===== src/rtl/seq_divider16.sv =====
// -----------------------------------------------------------------------------
// seq_divider16
//   Multi-cycle restoring divider that produces one quotient bit per clock.
//   It takes the registered A/B operands and returns the quotient and the
//   remainder. Operations use a start/busy/done handshake.
//
//   Latency: a start accepted at edge T raises done in the cycle after edge
//   T+N, which is N+1 cycles in total. A divide by zero raises done in the
//   cycle after the accepting edge.
//
//   Optional build macro SEQ_DIVIDER16_SIGNED_EN:
//     When defined, a and b are treated as two's complement and the result
//     truncates toward zero. When undefined, the divider is unsigned only and
//     no sign logic is built.
//
// Ports:
//   clk          system clock; all state updates on its rising edge
//   rst          synchronous active-high reset; takes priority over start
//   start        request; accepted on a rising edge while busy=0
//   a [N-1:0]    dividend, sampled when start is accepted
//   b [N-1:0]    divisor, sampled when start is accepted
//   busy         high while iterating; start is ignored while busy is high
//   done         single-cycle pulse; results are valid in that cycle
//   quotient     result quotient, held until the next completion
//   remainder    result remainder, held until the next completion
//   div_by_zero  set together with done when the sampled b was 0
// -----------------------------------------------------------------------------
module seq_divider16 #(
  parameter int N  = 16,
  parameter int CW = 5
) (
  input  logic         clk,
  input  logic         rst,
  input  logic         start,
  input  logic [N-1:0] a,
  input  logic [N-1:0] b,
  output logic         busy,
  output logic         done,
  output logic [N-1:0] quotient,
  output logic [N-1:0] remainder,
  output logic         div_by_zero
);

  typedef enum logic [1:0] {
    S_IDLE = 2'd0,
    S_RUN  = 2'd1,
    S_DONE = 2'd2
  } state_t;

  state_t         state_q, state_d;
  logic [N-1:0]   qreg_q, qreg_d;        // dividend shifting out / quotient shifting in
  logic [N:0]     prem_q, prem_d;        // partial remainder, one guard bit
  logic [N-1:0]   divisor_q, divisor_d;
  logic [CW-1:0]  cnt_q, cnt_d;
  logic [N-1:0]   quo_q, quo_d;
  logic [N-1:0]   rem_q, rem_d;
  logic           dbz_q, dbz_d;
`ifdef SEQ_DIVIDER16_SIGNED_EN
  logic           sgn_quo_q, sgn_quo_d;
  logic           sgn_rem_q, sgn_rem_d;
`endif

  // One restoring step, computed from the current work registers.
  logic [N:0]     prem_sh;
  logic [N:0]     trial;
  logic [N:0]     prem_step;
  logic [N-1:0]   q_step;
  logic [N-1:0]   quo_fin;
  logic [N-1:0]   rem_fin;
  logic [N-1:0]   a_mag;
  logic [N-1:0]   b_mag;

  always_comb begin
    prem_sh = {prem_q[N-1:0], qreg_q[N-1]};
    trial   = prem_sh - {1'b0, divisor_q};
    if (!trial[N]) begin
      prem_step = trial;
      q_step    = {qreg_q[N-2:0], 1'b1};
    end else begin
      prem_step = prem_sh;
      q_step    = {qreg_q[N-2:0], 1'b0};
    end

    // The partial remainder is always below the divisor, so N bits hold it.
    quo_fin = q_step;
    rem_fin = prem_step[N-1:0];
`ifdef SEQ_DIVIDER16_SIGNED_EN
    if (sgn_quo_q) quo_fin = -q_step;
    if (sgn_rem_q) rem_fin = -prem_step[N-1:0];
    // The magnitude of the most negative value is 1 followed by zeros, which
    // is still correct when read as an unsigned number.
    a_mag = a[N-1] ? -a : a;
    b_mag = b[N-1] ? -b : b;
`else
    a_mag = a;
    b_mag = b;
`endif
  end

  always_comb begin
    state_d   = state_q;
    qreg_d    = qreg_q;
    prem_d    = prem_q;
    divisor_d = divisor_q;
    cnt_d     = cnt_q;
    quo_d     = quo_q;
    rem_d     = rem_q;
    dbz_d     = dbz_q;
`ifdef SEQ_DIVIDER16_SIGNED_EN
    sgn_quo_d = sgn_quo_q;
    sgn_rem_d = sgn_rem_q;
`endif

    case (state_q)
      S_RUN: begin
        qreg_d = q_step;
        prem_d = prem_step;
        cnt_d  = cnt_q - CW'(1);
        if (cnt_q == CW'(1)) begin
          // The last step writes its result straight into the output registers.
          state_d = S_DONE;
          quo_d   = quo_fin;
          rem_d   = rem_fin;
          dbz_d   = 1'b0;
        end
      end

      S_IDLE, S_DONE: begin
        // DONE accepts a new start as well, so that start held high
        // back-to-back never passes through IDLE.
        state_d = S_IDLE;
        if (start) begin
          if (b == '0) begin
            // Divide by zero finishes at once; the remainder is the raw a.
            state_d = S_DONE;
            quo_d   = '1;
            rem_d   = a;
            dbz_d   = 1'b1;
          end else begin
            state_d   = S_RUN;
            qreg_d    = a_mag;
            divisor_d = b_mag;
            prem_d    = '0;
            cnt_d     = CW'(N);
`ifdef SEQ_DIVIDER16_SIGNED_EN
            sgn_quo_d = a[N-1] ^ b[N-1];
            sgn_rem_d = a[N-1];
`endif
          end
        end
      end

      default: state_d = S_IDLE;
    endcase
  end

  always_ff @(posedge clk) begin
    if (rst) begin
      state_q   <= S_IDLE;
      qreg_q    <= '0;
      prem_q    <= '0;
      divisor_q <= '0;
      cnt_q     <= '0;
      quo_q     <= '0;
      rem_q     <= '0;
      dbz_q     <= 1'b0;
`ifdef SEQ_DIVIDER16_SIGNED_EN
      sgn_quo_q <= 1'b0;
      sgn_rem_q <= 1'b0;
`endif
    end else begin
      state_q   <= state_d;
      qreg_q    <= qreg_d;
      prem_q    <= prem_d;
      divisor_q <= divisor_d;
      cnt_q     <= cnt_d;
      quo_q     <= quo_d;
      rem_q     <= rem_d;
      dbz_q     <= dbz_d;
`ifdef SEQ_DIVIDER16_SIGNED_EN
      sgn_quo_q <= sgn_quo_d;
      sgn_rem_q <= sgn_rem_d;
`endif
    end
  end

  assign busy        = (state_q == S_RUN);
  assign done        = (state_q == S_DONE);
  assign quotient    = quo_q;
  assign remainder   = rem_q;
  assign div_by_zero = dbz_q;

endmodule


===== config.mk =====
export PLATFORM = sky130hd
export DESIGN_NAME = seq_divider16
export DESIGN_NICKNAME = d
export VERILOG_FILES = /design/src/rtl/seq_divider16.sv
export SDC_FILE = /design/constraint.sdc
export NUM_CORES = 1
export LEC_CHECK = 0
export BUFFER_PORTS_ARGS = -buffer_cell sky130_fd_sc_hd__buf_2
export CORE_MARGIN = 3
export CORE_UTILIZATION = 50
export DETAILED_ROUTE_END_ITERATION = 8
export PLACE_DENSITY = 0.71
export RECOVER_POWER = 25
export SLEW_MARGIN = 30
export SYNTH_ARGS = -nofsm -noshare
export SYNTH_HDL_FRONTEND = slang
export SYNTH_SLANG_ARGS = --single-unit

===== constraint.sdc =====
create_clock -name clk -period 3.8 [get_ports clk]
set_clock_uncertainty 0.15 [all_clocks]
set_input_delay 0 -clock clk [delete_from_list [all_inputs] [get_ports clk]]
set_output_delay 0 -clock clk [all_outputs]
set_load 0.1 [all_outputs]

---- Yosys cells after proc, flatten, opt, wreduce, memory -nomap -nowiden ----
Index checks and enable logic that the tools add are counted.
W data, S select, Z words.
cells by class
  add/sub/neg operators ................... 2
  equal/unequal tests ..................... 7
  mux-type cells .......................... 27
  bitwise gates (word level) .............. 1
  reduce and logical (&&, ||, !) cells .... 7
operators by type and width
  cell                   number
  $mux W16               11
  $pmux W16 S2           4
  $sub A17 B16 Y17       1
  $logic_not A16 Y1      1
  $mux W5                2
  $pmux W5 S2            1
  $mux W2                3
  $ne A2 B2 Y1 const B   3
  $reduce_and A3 Y1      2
  $eq A5 B1 Y1 const B   1
  $sub A5 B1 Y5 const B  1
  $mux W1                4
  $pmux W2 S2            1
  $reduce_and A4 Y1      1
  $eq A2 B1 Y1 const B   1
  $eq A2 B2 Y1 const B   1
  $logic_not A2 Y1       1
  $ne A2 B1 Y1 const B   1
  $pmux W1 S2            1
  $reduce_bool A2 Y1     1
  $reduce_or A2 Y1       1
  $not A1 Y1             1
storage, ports and cells
  flip-flop bits (word level) ............. 88
  bits of input ports ..................... 35
  output and inout port bits .............. 35
  logic and storage cells ................. 52

---- Longest topological paths before layout ----
Gate-level depths: netlist of run 1.
  depth in word-level cells ............... 4
  depth in mapped cells ................... 12
  mapped depth without buffers ............ 11

---- Least setup slack after synthesis of run 1 ----
Ideal clock, no wire load.
  path kind ............................... register to register
  start ................................... register qreg_q[15]
  end ..................................... register prem_q[5]
  arrival time ............................ 2.513 ns
  path slack .............................. 1.003 ns
  cell stages (with the launch flop) ...... 13
  path buffers ............................ 1
  period minus slack after synthesis ...... 2.797 ns
  cell sequence ........................... dfxtp_1 -> inv_1 -> ha_1 -> fa_1 -> nor2b_1 -> o31a_2 -> o21ai_4 -> o31ai_4 -> xor2_2 -> buf_4 -> and3_1 -> a31oi_1 -> o22ai_1
between the ends
  cells in the longest elaborated chain, start to end .. 3
RTL lines
  what                    line  RTL
  start, declared         51    logic [N-1:0] qreg_q, qreg_d;
  start signal, assigned  173   qreg_q <= qreg_d;
  $sub A17 B16 Y17        75    trial = prem_sh - {1'b0, divisor_q};
  $mux W16                76    if (!trial[N]) begin
  $pmux W16 S2            114   case (state_q)
  end signal, assigned    174   prem_q <= prem_d;
  end, declared           52    logic [N:0] prem_q, prem_d;
No other way between the ends.
A chain may end at the register's enable or synchronous reset.

---- Worst setup path in the final report of run 1 ----
  start ................................... register qreg_q[15]
  end ..................................... register rem_q[12] (netlist: remainder[12])
between the ends
  cells in the longest elaborated chain, start to end .. 4
RTL lines
  what                  line  RTL
  $sub A17 B16 Y17      75
  $mux W16              76
  $mux W16              119   if (cnt_q == CW'(1)) begin
  $pmux W16 S2          114
  end signal, assigned  178   rem_q <= rem_d;
  end, declared         56    logic [N-1:0] rem_q, rem_d;
No other way between the ends. The select of a mux whose other input is x is not followed.

==> impl_metrics.sql, run 1 <==
INSERT INTO impl_metrics (metric_group, metric, value, unit) VALUES
('global_route', 'grt-busiest-layer', 'met2', ''),
('logic_synthesis', 'synth-main-ff-cell', 'sky130_fd_sc_hd__dfxtp_1', ''),
('setup_path', 'crit_arrival', '3.39', 'ns'),
('floorplan', 'core_area', '8890', 'um^2'),
('sta', 'min_period_over_period', '0.870', ''),
('sta', 'hold_viol', '0', ''),
('floorplan', 'die_height', '103', 'um'),
('route', 'post_drt_wl_per_cell', '16.6', 'um'),
('global_route', 'globalRouteMet2Util', '0.406', ''),
('cts', 'cts_post_setup_buffers_inserted', '0', ''),
('logic_synthesis', 'post_synth_edffs', '0', ''),
('sta', 'setup-tns-final', '0', 'ns'),
('setup_path', 'worst-endpoint-required', '3.88', 'ns'),
('place', 'place.detailed.hpwl', '8860', 'um'),
('logic_synthesis', 'synth.avg_cell_area', '8.14', 'um^2'),
('place', 'place_congestion', '0.912', ''),
('sta', 'postLayoutSetupSlackWorst', '0.494', 'ns'),
('global_route', 'grt_antenna_before_repair', '0', ''),
('sta', 'timing.fmax', '302', 'MHz'),
('finish', 'nNetsFinal', '708', ''),
('sta', 'rsz_0062_raised_after_global_routing', 'false', ''),
('sta', 'relSlewSlack', '0.202', ''),
('finish', 'final_core_util', '0.622', ''),
('finish', 'postLayoutCellArea', '5530', 'um^2'),
('setup_path', 'cp_max_fo', '11', ''),
('route', 'totalWireLength', '12700', 'um'),
('cts', 'clock_path_buffers', '2', ''),
('floorplan', 'die_w', '103', 'um'),
('route', 'remaining_drc_errors', '0', ''),
('setup_path', 'crit_slowest_cell', 'sky130_fd_sc_hd__xor2_2', ''),
('finish', 'area_delta_synth_final', '18.6', '%'),
('global_route', 'global_route_wire_length_before_repair', '20700', 'um'),
('logic_synthesis', 'mappedNetlistNets', '627', ''),
('finish', 'layout-drive-gt1-share', '0.132', ''),
('power_and_ir_drop', 'vdd_ir_drop_max', '0.518', 'mV'),
('cts', 'cts_hold_buffers', '32', ''),
('power_and_ir_drop', 'total_leakage_power', '2.14', 'nW'),
('cts', 'cts_made_buffers', '9', ''),
('finish', 'antennaDiodeCount', '0', ''),
('logic_synthesis', 'post_synth_instance_area', '4670', 'um^2'),
('power_and_ir_drop', 'pwr_density_cell', '656', 'nW/um^2'),
('sta', 'setup_viol', '0', ''),
('sta', 'worst_pin_slew', '1.20', 'ns'),
('cts', 'worst_skew_pair.late_latency', '0.36', 'ns'),
('route', 'vias_per_cell', '5.76', ''),
('global_route', 'met3_usage_in_global_routing', '0.0392', ''),
('power_and_ir_drop', 'p_total', '3.63', 'mW'),
('status', 'run_status', 'completed', ''),
('worst_hold_path', 'hold_path.class', 'in2reg', ''),
('sta', 'timing.final.max_slew_violations', '0', ''),
('logic_synthesis', 'synthArstFlopShare', '0', ''),
('cts', 'cts.htree.levels', '3', ''),
('setup_path', 'worst-r2r-setup-slack', '0.49', 'ns'),
('global_route', 'remaining_global_route_overflow', '0', ''),
('floorplan', 'effective_utilization_at_floorplan', '0.525', ''),
('route', 'detailedRoute.firstIterationViolations', '292', ''),
('setup_path', 'worst_path_max_stage_delay', '0.58', 'ns'),
('logic_synthesis', 'postSynthCellCount', '573', ''),
('setup_path', 'start_kind', 'flop', ''),
('global_route', 'global_route.usage.total', '0.248', ''),
('global_route', 'met1_usage', '0.339', ''),
('logic_synthesis', 'post_synth_num_cell_types', '53', ''),
('route', 'routed_via_count', '4418', ''),
('floorplan', 'placement_rows', '34', ''),
('logic_synthesis', 'yosys_register_bits', '88', ''),
('run', 'cap_viol_max_count', '0', ''),
('setup_path', 'critical_path.cell_chain', 'inv_1 -> ha_1 -> fa_1 -> nor2b_1 -> o31a_2 -> o21ai_4 -> o31ai_4 -> xor2_2 -> mux2i_1 -> o221a_1 -> nor2_1', ''),
('place', 'port_buffers', '69', ''),
('route', 'first_pass_iters', '5', ''),
('cts', 'clock-sinks', '88', ''),
('global_route', 'number_of_global_route_vias_before_repair', '4288', '');
## layout make-up
type | instances | area (um^2)
multi-input cells | 417 | 2650
flip-flops and latches | 88 | 1760
clock inverters | 6 | 50.0
fillers | 795 | 3360
inverters | 28 | 105
well taps | 108 | 135
repair buffers | 110 | 696
clock buffers | 10 | 138
## through the flow
step                      hold slack [ns]  cells
after global placement              0.103    719
after detailed placement            0.113    719
after CTS                         0.00852    767
after floorplan                   -0.0140    573
after global routing               0.0467    767
final                              0.0196    767
## critical path, delay by kind of cell, from the launching register on
kind / cells / cell delay (ns)
AND/OR/NAND/NOR: 2 / 0.20
AO/OA/AOI/OAI: 4 / 0.88
adder cells (fa/ha/maj): 2 / 0.64
flip-flops: 1 / 0.37
XOR/XNOR: 1 / 0.58
multiplexers: 1 / 0.30
buffers and inverters: 1 / 0.06
## worst paths after layout
| kind | cells after the start | to | from |
|---|---|---|---|
| worst max-delay path | 11 | remainder[12]$_SDFFE_PP0P_ | qreg_q[15]$_SDFFE_PP0P_ |
| worst min-delay path | 4 | remainder[14]$_SDFFE_PP0P_ | rst |
| worst max register to register | 11 | remainder[12]$_SDFFE_PP0P_ | qreg_q[15]$_SDFFE_PP0P_ |
| worst min register to register | 2 | divisor_q[9]$_SDFFE_PP0P_ | divisor_q[9]$_SDFFE_PP0P_ |
## placed cells by master (no fill, tap or decap), types with 7 or more instances in the layout
| cell type | netlist | routed |
|---|---|---|
| sky130_fd_sc_hd__nand2_1 | 62 | 62 |
| sky130_fd_sc_hd__buf_2 | 0 | 39 |
| sky130_fd_sc_hd__a21oi_1 | 51 | 51 |
| sky130_fd_sc_hd__xnor2_1 | 10 | 10 |
| sky130_fd_sc_hd__mux2i_1 | 23 | 23 |
| sky130_fd_sc_hd__nor4_1 | 8 | 8 |
| sky130_fd_sc_hd__buf_4 | 1 | 9 |
| sky130_fd_sc_hd__o21ai_0 | 16 | 16 |
| sky130_fd_sc_hd__a222oi_1 | 15 | 15 |
| sky130_fd_sc_hd__a211oi_1 | 19 | 19 |
| sky130_fd_sc_hd__xor2_1 | 7 | 7 |
| sky130_fd_sc_hd__inv_1 | 27 | 27 |
| sky130_fd_sc_hd__clkbuf_1 | 36 | 30 |
| sky130_fd_sc_hd__dfxtp_1 | 88 | 87 |
| sky130_fd_sc_hd__nor2_1 | 89 | 89 |
| sky130_fd_sc_hd__dlygate4sd3_1 | 0 | 32 |
| sky130_fd_sc_hd__nand2b_1 | 8 | 8 |
| sky130_fd_sc_hd__ha_1 | 18 | 18 |
| sky130_fd_sc_hd__clkbuf_8 | 0 | 10 |
| sky130_fd_sc_hd__nor2b_1 | 7 | 7 |
## cell families (layout without fill, tap and decap cells)
logic type      after synthesis  in the layout  synth area share
compound gates              158            158             0.242
xor+xnor                     19             19            0.0389
fa+ha+maj                    19             19            0.0525
buf+inv                      68            154            0.0571
flops                        88             88             0.377
mux                          23             23            0.0493
simple gates                198            198             0.183
## cells in the mapped netlist (all sizes together) (2+ instances only)
cell	n	area share
o32ai	2	0.0038
o21ai	24	0.028
o31a	2	0.0040
o22ai	6	0.0080
a31oi	6	0.0080
a21boi	2	0.0032
nor3	5	0.0054
clkbuf	36	0.029
nor4	8	0.011
nand2	62	0.050
a21oi	56	0.064
ha	18	0.048
a211oi	22	0.039
nand4	3	0.0040
and3	4	0.0054
and2	5	0.0067
a21o	2	0.0032
xor2	8	0.017
nor2b	7	0.0094
nand2b	8	0.011
a2111oi	6	0.018
a222oi	15	0.032
o21a	2	0.0032
buf	4	0.0056
xnor2	11	0.022
mux2i	23	0.049
dfxtp	88	0.38
or3	2	0.0027
o21bai	2	0.0032
o211ai	3	0.0048
o211a	2	0.0043
o221ai	2	0.0038
nor2	89	0.072
inv	28	0.023
nand3	3	0.0032
## flip-flops by register name, indices dropped and copies added (netlist names)
name and flops:
state_q 2, prem_q 16, divisor_q 16, qreg_q 16
div_by_zero 1, quotient 16, remainder 16, cnt_q 5
## per-layer routing
layer,routed length [um],share of wire,vias to the layer above
met5,0,0,-
li1,-,-,2184
met1,5710,0.45,2101
met4,183,0.014,0
met2,6230,0.49,116
met3,593,0.047,17
## power by group
group	internal (mW)	switching [mW]
sequential	1.02	0.0963
combinational	0.726	1.16
clock	0.263	0.369
total	2.00	1.63
Note: power is estimated with default switching activity, not from simulation.
==> inputs of run 2 (changes only) <==
--- a/config.mk
+++ b/config.mk
@@ -5,6 +5,8 @@
 export SDC_FILE = /design/constraint.sdc
 export NUM_CORES = 1
 export LEC_CHECK = 0
+export ABC_AREA = 1
+export ABC_CLOCK_PERIOD_IN_PS = 3800
 export BUFFER_PORTS_ARGS = -buffer_cell sky130_fd_sc_hd__buf_2
 export CORE_MARGIN = 3
 export CORE_UTILIZATION = 50
==> run 2 against run 1 <==
Effect of this change: wire length grew 12%; sequential share of layout area down 2.5 points; largest cell class unchanged; critical endpoint is now qreg_q[15]$_SDFFE_PP0P_; setup slack improved by 0.57 ns.
==> impl_metrics.sql, run 2 <==
INSERT INTO impl_metrics (metric_group, metric, value, unit) VALUES
('logic_synthesis', 'synth.yosys.warnings', '0', ''),
('sta', 'worst_pin_slew', '1.18', 'ns'),
('power_and_ir_drop', 'pwr_density_cell', '438', 'nW/um^2'),
('cts', 'worst_skew_pair.late_latency', '0.38', 'ns'),
('cts', 'cts_post_setup_buffers_inserted', '0', ''),
('place', 'place_congestion', '0.948', ''),
('global_route', 'global_route.usage.total', '0.258', ''),
('run', 'cap_viol_max_count', '0', ''),
('global_route', 'number_of_global_route_vias_before_repair', '4813', ''),
('cts', 'cts_hold_buffers', '34', ''),
('cts', 'worst_setup_hold_path_clk_slew', '0.09', 'ns'),
('floorplan', 'core_area', '9950', 'um^2'),
('finish', 'seq_area', '1760', 'um^2'),
('logic_synthesis', 'netlist.top_cell.by_area', 'sky130_fd_sc_hd__dfxtp_1', ''),
('route', 'vias_per_cell', '5.12', ''),
('route', 'totalWireLength', '14200', 'um'),
('sta', 'timing.final.max_slew_violations', '0', ''),
('logic_synthesis', 'area_share_of_xor_xnor_cells_in_the_synthesized_design', '0.0134', ''),
('cts', 'clock_path_buffers', '2', ''),
('sta', 'rsz_0062_raised_after_global_routing', 'false', ''),
('power_and_ir_drop', 'total_leakage_power', '3.02', 'nW'),
('finish', 'antennaDiodeCount', '0', ''),
('finish', 'multiInputGateArea', '2710', 'um^2'),
('logic_synthesis', 'netlist_top_cells_area', 'sky130_fd_sc_hd__dfxtp_1 34%, sky130_fd_sc_hd__nand2_1 12%, sky130_fd_sc_hd__inv_1 9.5%', ''),
('power_and_ir_drop', 'p_total', '2.63', 'mW'),
('setup_path', 'endpoint_kind', 'flop', ''),
('global_route', 'grt_start_max_net_pins', '53', ''),
('sta', 'min_period_over_period', '0.720', ''),
('place', 'place.detailed.hpwl', '10200', 'um'),
('cts', 'clockRootBuffer', 'sky130_fd_sc_hd__clkbuf_8', ''),
('logic_synthesis', 'synth-adder-area-share', '0.0469', ''),
('finish', 'mostFrequentLayoutCell', 'sky130_fd_sc_hd__nand2_1', ''),
('route', 'detailedRoute.firstIterationViolations', '380', ''),
('finish', 'final_cell_mix', '172 x sky130_fd_sc_hd__nand2_1, 132 x sky130_fd_sc_hd__inv_1, 87 x sky130_fd_sc_hd__dfxtp_1, 71 x sky130_fd_sc_hd__nor2_1, 66 x sky130_fd_sc_hd__nand3_1', ''),
('sta', 'timing.fmax', '365', 'MHz'),
('finish', 'layout-drive-gt1-share', '0.117', ''),
('floorplan', 'die_height', '108', 'um'),
('sta', 'setup_viol', '0', ''),
('logic_synthesis', 'yosys_register_bits', '88', ''),
('cts', 'post_cts_sizing_count', '0', ''),
('setup_path', 'timing.setup.critical_path_class', 'reg2reg', ''),
('route', 'postRouteAntennaNets', '0', ''),
('logic_synthesis', 'synth-main-ff-cell', 'sky130_fd_sc_hd__dfxtp_1', ''),
('global_route', 'global_route_wire_length_before_repair', '23500', 'um'),
('route', 'post_drt_wl_per_cell', '14.1', 'um'),
('status', 'run_status', 'completed', ''),
('floorplan', 'die-area', '11700', 'um^2'),
('route', 'first_pass_iters', '5', ''),
('logic_synthesis', 'postSynthCellCount', '789', ''),
('cts', 'cts.htree.levels', '3', ''),
('sta', 'worst_hold_slack', '0.276', 'ns'),
('floorplan', 'die_w', '108', 'um'),
('logic_synthesis', 'mappedNetlistNets', '843', ''),
('logic_synthesis', 'synth_top_cells_by_count', '172 x sky130_fd_sc_hd__nand2_1, 133 x sky130_fd_sc_hd__inv_1, 88 x sky130_fd_sc_hd__dfxtp_1', ''),
('floorplan', 'placement_rows', '36', ''),
('sta', 'hold_viol', '0', ''),
('logic_synthesis', 'seq_area_frac_synth', '0.337', ''),
('setup_path', 'start_kind', 'flop', ''),
('logic_synthesis', 'post_synth_edffs', '0', ''),
('logic_synthesis', 'synth_top_family_by_area', 'simple AND/OR/NAND/NOR gates', ''),
('setup_path', 'critical_path.cell_chain', 'buf_4 -> inv_4 -> nor2_8 -> inv_2 -> nand2_2 -> buf_4 -> o21ai_0 -> a31oi_1', ''),
('logic_synthesis', 'synth-compound-area-share', '0.144', ''),
('route', 'remaining_drc_errors', '0', ''),
('logic_synthesis', 'post_synth_num_cell_types', '39', ''),
('global_route', 'remaining_global_route_overflow', '0', ''),
('finish', 'nNetsFinal', '924', ''),
('cts', 'clock-sinks', '88', ''),
('route', 'routed_via_count', '5163', ''),
('cts', 'cts_tree', 'done', ''),
('logic_synthesis', 'synthArstFlopShare', '0', ''),
('sta', 'relSlewSlack', '0.216', ''),
('cts', 'cts_made_buffers', '9', ''),
('setup_path', 'crit_arrival', '2.90', 'ns'),
('setup_path', 'worst_path_max_stage_delay', '0.51', 'ns'),
('logic_synthesis', 'post_synth_instance_area', '5230', 'um^2'),
('setup_path', 'cp_max_fo', '52', ''),
('setup_path', 'worst-endpoint-required', '3.96', 'ns'),
('setup_path', 'crit_slowest_cell', 'sky130_fd_sc_hd__buf_4', ''),
('place', 'port_buffers', '69', ''),
('power_and_ir_drop', 'vdd_ir_drop_max', '0.352', 'mV'),
('floorplan', 'effective_utilization_at_floorplan', '0.525', ''),
('finish', 'final.fill_count', '938', ''),
('finish', 'area_delta_synth_final', '15.0', '%'),
('logic_synthesis', 'yosys.area_share.simple', '0.314', ''),
('logic_synthesis', 'synth.avg_cell_area', '6.63', 'um^2'),
('sta', 'post-route-min-period', '2.74', 'ns'),
('logic_synthesis', 'yosysTopAreaCellShare', '0.337', ''),
('worst_hold_path', 'hold_path.class', 'in2reg', ''),
('setup_path', 'path_common_cell', 'sky130_fd_sc_hd__buf_4', ''),
('sta', 'setup-tns-final', '0', 'ns'),
('logic_synthesis', 'post_synth_mux_area_share', '0', ''),
('floorplan', 'io_pins', '70', ''),
('global_route', 'grt_antenna_before_repair', '0', ''),
('logic_synthesis', 'most_numerous_cell_in_the_yosys_netlist', 'sky130_fd_sc_hd__nand2_1', '');
-- run 2: cell count changes after synthesis, moves of 15 or more --
cell,before,now
sky130_fd_sc_hd__nand2_1,62,172
sky130_fd_sc_hd__nor2_1,89,71
sky130_fd_sc_hd__nand3_1,3,66
sky130_fd_sc_hd__clkbuf_1,36,14
sky130_fd_sc_hd__nand3_2,0,18
sky130_fd_sc_hd__a211oi_1,19,0
sky130_fd_sc_hd__o21ai_0,16,49
sky130_fd_sc_hd__inv_1,27,133
sky130_fd_sc_hd__a222oi_1,15,0
sky130_fd_sc_hd__mux2i_1,23,0
-- run 2: per-layer routing --
layer	part of all wire	up-vias	track usage
li1	-	2651	-
met1	0.44	2341	0.331
met2	0.47	141	0.420
met3	0.059	30	0.0651
met4	0.028	0	0.0974
met5	0	-	0
-- run 2: critical path: cells and delay by family, from the launching register on --
kind / cells / cell delay (ns)
AND/OR/NAND/NOR: 2 / 0.62
buffers and inverters: 4 / 1.25
flip-flops: 1 / 0.33
AO/OA/AOI/OAI: 2 / 0.30
-- run 2: logic make-up (layout without fill, tap and decap cells) --
group,after synthesis,count (layout)
flip-flops,88,88
AND/OR/NAND/NOR,356,356
XOR/XNOR,8,8
AO/OA/AOI/OAI,143,143
buffers and inverters,175,261
adder cells (fa/ha/maj),19,19
-- run 2: through the flow --
| step | cell area, um^2 | worst slack, ns | cells | utilization |
|---|---|---|---|---|
| after global placement | 5530 | 1.17 | 958 | 0.556 |
| final | 6010 | 1.06 | 1008 | 0.604 |
| after detailed placement | 5530 | 1.10 | 958 | 0.556 |
| after global routing | 6010 | 0.783 | 1008 | 0.604 |
| after CTS | 6050 | 1.08 | 1008 | 0.608 |
| after floorplan | 5230 | 1.60 | 789 | - |
-- run 2: final timing paths --
path                               from                         end  slack, ns  cells past startpoint
max reg2reg     state_q[0]$_SDFFE_PP0N_     qreg_q[15]$_SDFFE_PP0P_       1.06                      8
min reg2reg  divisor_q[10]$_SDFFE_PP0P_  divisor_q[10]$_SDFFE_PP0P_       0.31                      2
max             state_q[0]$_SDFFE_PP0N_     qreg_q[15]$_SDFFE_PP0P_       1.06                      8
min                                b[0]   divisor_q[0]$_SDFFE_PP0P_       0.28                      4
-- run 2: final cells by class --
class                      count  area share
clock inverter                 3     0.00416
inverter                     138      0.0866
timing repair buffer         107       0.113
tap                          133      0.0277
clock buffer                  13      0.0248
multi-input combinational    526       0.451
sequential                    88       0.293
-- run 2: where the power goes --
group / internal [mW] / switching (mW)
clock: 0.260 / 0.347
sequential: 0.994 / 0.0567
combinational: 0.307 / 0.666
